<file path="src/rtl/shared_adder_arbiter_if.sv">
// Requester-side bus of the shared adder: packed request/operand vectors in,
// one-hot grant and registered sum/status back.
interface shared_adder_arbiter_if #(
  parameter int WIDTH = 4,
  parameter int NREQ  = 4
);
  logic [NREQ-1:0]       req;
  logic [NREQ*WIDTH-1:0] op_a;
  logic [NREQ*WIDTH-1:0] op_b;
  logic [NREQ-1:0]       gnt;
  logic [WIDTH-1:0]      result;
  logic                  ovf;
  logic                  done;
  logic                  busy;

  modport master (
    output req, op_a, op_b,
    input  gnt, result, ovf, done, busy
  );

  modport slave (
    input  req, op_a, op_b,
    output gnt, result, ovf, done, busy
  );
endinterface

</file>
<file path="src/rtl/shared_adder_arbiter.sv">
// Round-robin arbiter sharing one adder; gnt 1 edge and done 2 edges after req is sampled, one op per 3 cycles,
// no backpressure (done is a pulse). Define OVERFLOW_SAT_EN to saturate the result on carry instead of wrapping.
module shared_adder_arbiter #(
  parameter int WIDTH = 4,
  parameter int NREQ  = 4
) (
  input logic                 clk,
  input logic                 rst,
  shared_adder_arbiter_if.slave bus
);

  localparam int PW = (NREQ > 1) ? $clog2(NREQ) : 1;

  typedef enum logic [1:0] {
    IDLE = 2'd0,
    EXEC = 2'd1,
    DONE = 2'd2
  } state_t;

  state_t           state;
  logic [PW-1:0]    ptr;
  logic [WIDTH-1:0] lat_a;
  logic [WIDTH-1:0] lat_b;
  logic             win_vld;
  logic [PW-1:0]    win_idx;
  logic [PW-1:0]    ptr_nxt;
  logic [WIDTH:0]   sum;

  // Walk downward from the farthest candidate so the nearest set bit above ptr wins.
  always_comb begin
    win_vld = 1'b0;
    win_idx = '0;
    for (int k = NREQ - 1; k >= 0; k--) begin
      if (bus.req[(int'(ptr) + k) % NREQ]) begin
        win_vld = 1'b1;
        win_idx = PW'((int'(ptr) + k) % NREQ);
      end
    end
  end

  assign ptr_nxt = (win_idx == PW'(NREQ - 1)) ? '0 : win_idx + PW'(1);
  assign sum     = {1'b0, lat_a} + {1'b0, lat_b};

  always_ff @(posedge clk or posedge rst) begin
    if (rst) begin
      state      <= IDLE;
      ptr        <= '0;
      lat_a      <= '0;
      lat_b      <= '0;
      bus.gnt    <= '0;
      bus.result <= '0;
      bus.ovf    <= 1'b0;
      bus.done   <= 1'b0;
      bus.busy   <= 1'b0;
    end else begin
      case (state)
        IDLE: begin
          bus.done <= 1'b0;
          bus.gnt  <= '0;
          bus.busy <= 1'b0;
          if (win_vld) begin
            bus.gnt  <= NREQ'(1) << win_idx;
            lat_a    <= bus.op_a[win_idx*WIDTH +: WIDTH];
            lat_b    <= bus.op_b[win_idx*WIDTH +: WIDTH];
            ptr      <= ptr_nxt;
            bus.busy <= 1'b1;
            state    <= EXEC;
          end
        end
        EXEC: begin
`ifdef OVERFLOW_SAT_EN
          bus.result <= sum[WIDTH] ? '1 : sum[WIDTH-1:0];
`else
          bus.result <= sum[WIDTH-1:0];
`endif
          bus.ovf  <= sum[WIDTH];
          bus.done <= 1'b1;
          state    <= DONE;
        end
        DONE: begin
          bus.done <= 1'b0;
          bus.gnt  <= '0;
          bus.busy <= 1'b0;
          state    <= IDLE;
        end
        default: begin
          bus.done <= 1'b0;
          bus.gnt  <= '0;
          bus.busy <= 1'b0;
          state    <= IDLE;
        end
      endcase
    end
  end

endmodule

</file>
<file path="src/flat_wrapper.sv">
// flat-port wrapper written by rule: the top's interface ports become plain ports
module shared_adder_arbiter_flat 
#(
  parameter int WIDTH = 4,
  parameter int NREQ  = 4
)
  (clk, rst, bus_req, bus_op_a, bus_op_b, bus_gnt, bus_result, bus_ovf, bus_done, bus_busy);
  shared_adder_arbiter_if #(.WIDTH(WIDTH), .NREQ(NREQ)) bus_i ();
  input logic clk;
  input logic rst;
  input wire logic [$bits(bus_i.req)-1:0] bus_req;
  input wire logic [$bits(bus_i.op_a)-1:0] bus_op_a;
  input wire logic [$bits(bus_i.op_b)-1:0] bus_op_b;
  output wire logic [$bits(bus_i.gnt)-1:0] bus_gnt;
  output wire logic [$bits(bus_i.result)-1:0] bus_result;
  output wire logic [$bits(bus_i.ovf)-1:0] bus_ovf;
  output wire logic [$bits(bus_i.done)-1:0] bus_done;
  output wire logic [$bits(bus_i.busy)-1:0] bus_busy;
  assign bus_i.req = bus_req;
  assign bus_i.op_a = bus_op_a;
  assign bus_i.op_b = bus_op_b;
  assign bus_gnt = bus_i.gnt;
  assign bus_result = bus_i.result;
  assign bus_ovf = bus_i.ovf;
  assign bus_done = bus_i.done;
  assign bus_busy = bus_i.busy;
  shared_adder_arbiter #(.WIDTH(WIDTH), .NREQ(NREQ)) u_core (.clk(clk), .rst(rst), .bus(bus_i));
endmodule
</file>
<file path="config.mk">
export PLATFORM = sky130hd
export DESIGN_NAME = shared_adder_arbiter_flat
export DESIGN_NICKNAME = d
export VERILOG_FILES = /design/src/rtl/shared_adder_arbiter_if.sv /design/src/rtl/shared_adder_arbiter.sv /design/src/flat_wrapper.sv
export SDC_FILE = /design/constraint.sdc
export NUM_CORES = 1
export LEC_CHECK = 0
export ABC_CLOCK_PERIOD_IN_PS = 1700
export BUFFER_PORTS_ARGS = -buffer_cell sky130_fd_sc_hd__buf_2
export CAP_MARGIN = 30
export CELL_PAD_IN_SITES_DETAIL_PLACEMENT = 0
export CELL_PAD_IN_SITES_GLOBAL_PLACEMENT = 1
export CORE_MARGIN = 4
export CORE_UTILIZATION = 35
export CTS_CLUSTER_DIAMETER = 40
export DETAILED_ROUTE_END_ITERATION = 6
export PLACE_DENSITY_LB_ADDON = 0.1
export REMOVE_ABC_BUFFERS = 1
export SYNTH_ARGS = -nofsm -noshare
export SYNTH_HDL_FRONTEND = slang
export SYNTH_SLANG_ARGS = --single-unit
</file>
<file path="constraint.sdc">
create_clock -name clk -period 1.7 [get_ports clk]
set_input_delay 0.17 -clock clk [delete_from_list [all_inputs] [get_ports clk]]
set_output_delay 0.17 -clock clk [all_outputs]
set_load 0.05 [all_outputs]
</file>
==> results of run 1 <==
## worst max-delay path, delay by kind of cell, from the launching register on
family / cells / cell delay (ns)
buffers and inverters: 2 / 0.24
flip-flops: 1 / 0.42
adder cells (fa/ha/maj): 1 / 0.21
AO/OA/AOI/OAI: 2 / 0.47
AND/OR/NAND/NOR: 3 / 0.17
## metal layers
layer	share of wire	wire, um
met3	0.070	194
met4	0.0054	15
met2	0.46	1290
met5	0	0
met1	0.46	1280
## through the flow
| stage | cells | instance area, um2 | util | setup slack [ns] |
|---|---|---|---|---|
| final | 211 | 1610 | 0.470 | 0.0946 |
| after global routing | 211 | 1610 | 0.470 | 0.0110 |
| after CTS | 211 | 1600 | 0.468 | 0.0834 |
| after detailed placement | 206 | 1560 | 0.457 | 0.101 |
| after global placement | 206 | 1560 | 0.457 | 0.150 |
| after floorplan | 108 | 1220 | - | -0.143 |
## synth_stat cells, drive strengths merged
| master | number | area, um2 |
|---|---|---|
| mux2i | 16 | 160 |
| o21ai | 3 | 15.0 |
| a21o | 3 | 22.5 |
| mux2 | 3 | 33.8 |
| nand2 | 17 | 63.8 |
| o32a | 1 | 22.5 |
| xnor2 | 2 | 17.5 |
| a32o | 1 | 10.0 |
| a211o | 1 | 8.76 |
| inv | 5 | 18.8 |
| clkbuf | 2 | 7.51 |
| o221ai | 8 | 70.1 |
| or3 | 1 | 6.26 |
| fa | 1 | 20.0 |
| ha | 5 | 62.6 |
| nor2b | 3 | 26.3 |
| nand2b | 3 | 26.3 |
| buf | 3 | 33.8 |
| nor2 | 3 | 11.3 |
| a21oi | 7 | 35.0 |
| dfrtp | 23 | 576 |
| nor4 | 1 | 6.26 |
| a22o | 1 | 8.76 |
## flip-flops by register name, indices dropped and copies added (netlist names)
register and count:
u_core.bus.gnt 4, u_core.bus.result 4, u_core.lat_a 4, u_core.lat_b 4, u_core.ptr 2, u_core.state 2
u_core.bus.busy 1, u_core.bus.done 1, u_core.bus.ovf 1
## worst min-delay path by stage
stage            startpoint                               end  slack [ns]  cells after the start
3_5_place_dp            rst       u_core.lat_a[1]$_DFFE_PP0P_        0.23                      3
4_1_cts        bus_op_a[14]       u_core.lat_a[2]$_DFFE_PP0P_        0.16                      3
5_1_grt        bus_op_a[14]       u_core.lat_a[2]$_DFFE_PP0P_        0.15                      3
6_report       bus_op_a[14]       u_core.lat_a[2]$_DFFE_PP0P_        0.17                      3
2_1_floorplan           rst       u_core.bus.busy$_DFFE_PP0N_        0.17                      1
3_3_place_gp            rst  u_core.bus.result[2]$_DFFE_PP0P_        0.22                      3
## power breakdown
part	internal [mW]	switching, mW	total, mW
sequential	0.824	0.169	0.993
combinational	0.755	1.19	1.94
clock	0.0877	0.163	0.250
total	1.67	1.52	3.19
## layout make-up
class,instances,area (um2),share of cell area
Clock buffer,3,22.5,0.0140
Sequential cell,23,576,0.358
Multi-Input combinational cell,80,634,0.395
Tap cell,46,57.6,0.0358
Inverter,5,18.8,0.0117
Timing Repair Buffer,53,293,0.182
Clock inverter,1,5.00,0.00312
## cells in the final DEF (no fill, tap or decap), types with 2 or more instances in the layout
master,netlist,final
buf_2,0,48
nand2_1,17,17
inv_1,3,3
dfrtp_1,23,23
o21ai_1,3,3
mux2_2,3,3
xnor2_1,2,2
inv_2,2,2
o221ai_1,8,8
a21o_1,3,3
nor2b_1,2,2
nor2_1,3,3
clkbuf_4,0,3
mux2i_1,16,15
a21oi_1,7,6
ha_1,5,5
buf_4,0,3
nand2b_1,2,2
## kinds of logic after synthesis
kind of cell	count (synthesis)	share of synthesized area
adder cells (fa/ha/maj)	6	0.0654
buffers and inverters	10	0.0476
multiplexers	19	0.154
XOR/XNOR	2	0.0139
AO/OA/AOI/OAI	25	0.153
flip-flops	23	0.456
AND/OR/NAND/NOR	28	0.111
## timing repair
| action | 4_1_cts | 5_1_grt |
|---|---|---|
| endpoints found under the hold margin | 23 | 0 |
| setup endpoints to repair | 0 | 2 |
| hold buffers | 1 | 0 |
| gates resized for setup | 0 | 2 |
==> results.cfg, run 1 <==
[run_status]
status = complete, no violations

[sta]
rsz0062_at_grt = no
timing.final.hold_violations = 0
period_share = 0.944
worst_slew_pin_slew_ns = 0.333
skew_ns = 0.00812
whs_ns = 0.168
relSlewSlack = 0.777
final.setup.tns_ns = 0
finalSetupViolations = 0
max_freq_ghz = 0.623
slew_viol_final = 0
min_period_ns = 1.61

[cells_and_area]
fin_nets = 210
num-fill-cells = 335
syn_to_final_growth_pct = 27.3
drive_gt1_frac = 0.400
antenna_cells = 0

[placed_design]
routabilityCongestion = 0.742
port_buffers = 48
dpl.hpwl_um = 2130

[critical_path]
end_kind = flop
crit_chain = nor2b_4, a21o_1, a211o_1, buf_12, inv_2, ha_1, nand2_1, nand2_1
critPathKind = flop to flop
r2r_cells = 8
r2r-start = u_core.ptr[0]$_DFFE_PP0P_
worst-r2r-setup-slack_ns = 0.09
cpMostUsedCell = nand2_1
cp.required_ns = 1.91
critPathMaxFanout = 20
r2r-end = u_core.ptr[1]$_DFFE_PP0P_
cpMaxStageDelayCell = dfrtp_1
critPathLaunch = u_core.ptr[0]$_DFFE_PP0P_
arrival_ns = 1.81
max_stage_delay_ns = 0.42
cp-endpoint = u_core.ptr[1]$_DFFE_PP0P_
startpoint_type = flop

[power]
design_power_total_mw = 3.19
pwr_density_cell_nw_per_um2 = 1980
ir_drop_v = 0.000499
p_leak_nw = 0.860

[global_route]
track_usage = 0.134
grt_busiest_layer = met2
met2_usage = 0.226
grt_max_degree = 24
antenna_found_initial = 0
gr-total-overflow = 0
grt_pass1_vias = 1043
grt_pass1_wl_um = 4700
met1_usage = 0.172
grt.met3_usage = 0.0296

[detailed_routing]
drc = 0
ant_nets = 0
routed_via_density = 4.74
wl_um = 2780
wl_per_cell_um = 13.2
dr.first_iter.drc_count = 24
first_pass_iters = 4
vias = 1001

[logic_synthesis]
mappedNetlistArea_um2 = 1260
synth-seq-cells = 23
synthDistinctLibCells = 26
yosysSeqAreaShare = 0.456
yosysWarnings = 0
syn_inst = 113
avgSynthCellArea_um2 = 11.2

[floorplanning]
die_h_um = 68.1
initial_core_util = 0.370
ioPinCount = 49
die_w_um = 68.1
fp.coreArea_um2 = 3420
rows = 21
dieArea_um2 = 4630

[clocking]
postCtsSetupBuffers = 0
cts-root-buf = clkbuf_4
cts_tree = built
h-tree-depth = 1
cts.sinks = 23
clk_latency_ns = 0.31
clock_path_buffers = 2
clkTransAtPathRegs_ns = 0.13
cts_made_buffers = 3

[worst_hold_path]
hold_path.class = input port to flop

[flow_run]
drv_cap = 0
No activity file was read; power rests on OpenSTA's default activity.
==> run 2, diff against run 1 <==
--- a/config.mk
+++ b/config.mk
@@ -5,7 +5,7 @@
 export SDC_FILE = /design/constraint.sdc
 export NUM_CORES = 1
 export LEC_CHECK = 0
-export ABC_CLOCK_PERIOD_IN_PS = 1700
+export ABC_CLOCK_PERIOD_IN_PS = 1500
 export BUFFER_PORTS_ARGS = -buffer_cell sky130_fd_sc_hd__buf_2
 export CAP_MARGIN = 30
 export CELL_PAD_IN_SITES_DETAIL_PLACEMENT = 0
==> constraint.sdc (replaced) <==
create_clock -name clk -period 1.5 [get_ports clk]
set_input_delay 0.15 -clock clk [delete_from_list [all_inputs] [get_ports clk]]
set_output_delay 0.15 -clock clk [all_outputs]
set_load 0.05 [all_outputs]
==> results.cfg, run 2 (synthesis results as in run 1) <==
[run_status]
status = complete, but fails checks
violations = negative setup slack

[cells_and_area]
final_common_cell = buf_2
num-fill-cells = 324
antenna_cells = 0
fin_nets = 221
stdcell_count = 222
postLayoutCellArea_um2 = 1780
utilization = 0.521
multiInputGateArea_um2 = 682
syn_to_final_growth_pct = 40.8
drive_gt1_frac = 0.483
regArea_um2 = 576
final_cell_mix = buf_2, dfrtp_1, nand2_1

[critical_path]
crit_chain = nor2b_4, a21o_1, a211o_4, buf_12, inv_4, ha_4, nand2_2, nand2_1
critPathMaxFanout = 5
critPathKind = flop to flop
cpMaxStageDelayCell = dfrtp_1
worst-r2r-setup-slack_ns = -0.11
end_kind = flop
r2r-end = u_core.ptr[1]$_DFFE_PP0P_
cp.required_ns = 1.71
arrival_ns = 1.82
max_stage_delay_ns = 0.43
r2r_cells = 8
startpoint_type = flop
r2r-start = u_core.ptr[0]$_DFFE_PP0P_

[global_route]
met1_usage = 0.164
grt_busiest_layer = met2
track_usage = 0.139
gr-total-overflow = 0
antenna_found_initial = 0
met2_usage = 0.241
grt_pass1_wl_um = 4800
grt_pass1_vias = 1111
grt_max_degree = 24
grt.met3_usage = 0.0328

[clocking]
clock_path_buffers = 2
cts_made_buffers = 3
clk_latency_ns = 0.31
cts-root-buf = clkbuf_4
cts_tree = built
clkTransAtPathRegs_ns = 0.13
h-tree-depth = 1
cts.sinks = 23

[floorplanning]
rows = 21
die_h_um = 68.1
die_w_um = 68.1
fp.coreArea_um2 = 3420
dieArea_um2 = 4630
initial_core_util = 0.370
ioPinCount = 49

[detailed_routing]
dr.first_iter.drc_count = 22
routed_via_density = 4.75
vias = 1054
wl_per_cell_um = 14.3
drc = 0
first_pass_iters = 4
wl_um = 3180
ant_nets = 0

[placed_design]
routabilityCongestion = 0.738
port_buffers = 48
dpl.hpwl_um = 2170
placed_area_um2 = 1590
dp.cells = 210
dp_slack_ns = -0.0955

[power]
p_leak_nw = 0.931
ir_drop_v = 0.000580
pwr_density_cell_nw_per_um2 = 2280
design_power_total_mw = 4.05

[worst_hold_path]
hold_end = u_core.lat_b[2]$_DFFE_PP0P_
min_from = bus_op_b[14]
hold_path.class = input port to flop
whs_path_depth = 3

[sta]
timing.final.hold_violations = 0
fin_ws_ns = -0.111
relSlewSlack = 0.806
max_freq_ghz = 0.621
finalSetupViolations = 11
whs_ns = 0.131
slew_viol_final = 0
period_share = 1.07
min_period_ns = 1.61
skew_ns = 0.00707
worst_slew_pin_slew_ns = 0.291
final.setup.tns_ns = -0.911
rsz0062_at_grt = yes

[flow_run]
drv_cap = 0
run 2: final cells by class:
cell class,instances,area share
clock inverter,1,0.00281
sequential,23,0.324
timing repair buffer,64,0.233
multi-input combinational,80,0.384
tap,46,0.0324
clock buffer,3,0.0127
inverter,5,0.0120
run 2: report_power, final:
group          leakage, nW  switching, mW  internal (mW)
logic                0.629           1.49           1.15
registers            0.284          0.181          0.934
clock network       0.0177          0.190         0.0995
total                0.931           1.86           2.18
run 2: critical path: cells and delay by family, from the launching register on:
family | cells | cell delay (ns)
and+or+nand+nor | 3 | 0.15
DFF | 1 | 0.43
buffers and inverters | 2 | 0.22
AOI/OAI and AO/OA | 2 | 0.54
adders and majority gates | 1 | 0.19
run 2: how the worst max path moves through the flow:
stage                                    startpoint                       endpoint  slack, ns  cells after the start
final                     u_core.ptr[0]$_DFFE_PP0P_      u_core.ptr[1]$_DFFE_PP0P_      -0.11                      8
after global routing      u_core.ptr[0]$_DFFE_PP0P_    u_core.lat_a[1]$_DFFE_PP0P_      -0.19                      6
after CTS                 u_core.ptr[0]$_DFFE_PP0P_    u_core.lat_a[0]$_DFFE_PP0P_      -0.08                      6
after detailed placement  u_core.ptr[0]$_DFFE_PP0P_      u_core.ptr[1]$_DFFE_PP0P_       -0.1                      8
after global placement    u_core.ptr[0]$_DFFE_PP0P_      u_core.ptr[1]$_DFFE_PP0P_      -0.04                      8
after floorplan           u_core.ptr[0]$_DFFE_PP0P_  u_core.bus.gnt[3]$_DFFE_PP0N_      -0.34                      6
run 2: what timing repair did:
item                                    4_1_cts  5_1_grt
resized for setup                             6        7
cloned                                        0        3
pin swaps                                     0       12
hold buffers                                  1        0
endpoints found under the setup margin       13       14
endpoints found under the hold margin        23        0
buffers inserted                              2        2
run 2: per-layer routing:
| layer | vias up | share of wire |
|---|---|---|
| met5 | - | 0 |
| met4 | 0 | 0.0066 |
| met1 | 480 | 0.43 |
| met3 | 2 | 0.075 |
| li1 | 534 | - |
| met2 | 38 | 0.49 |
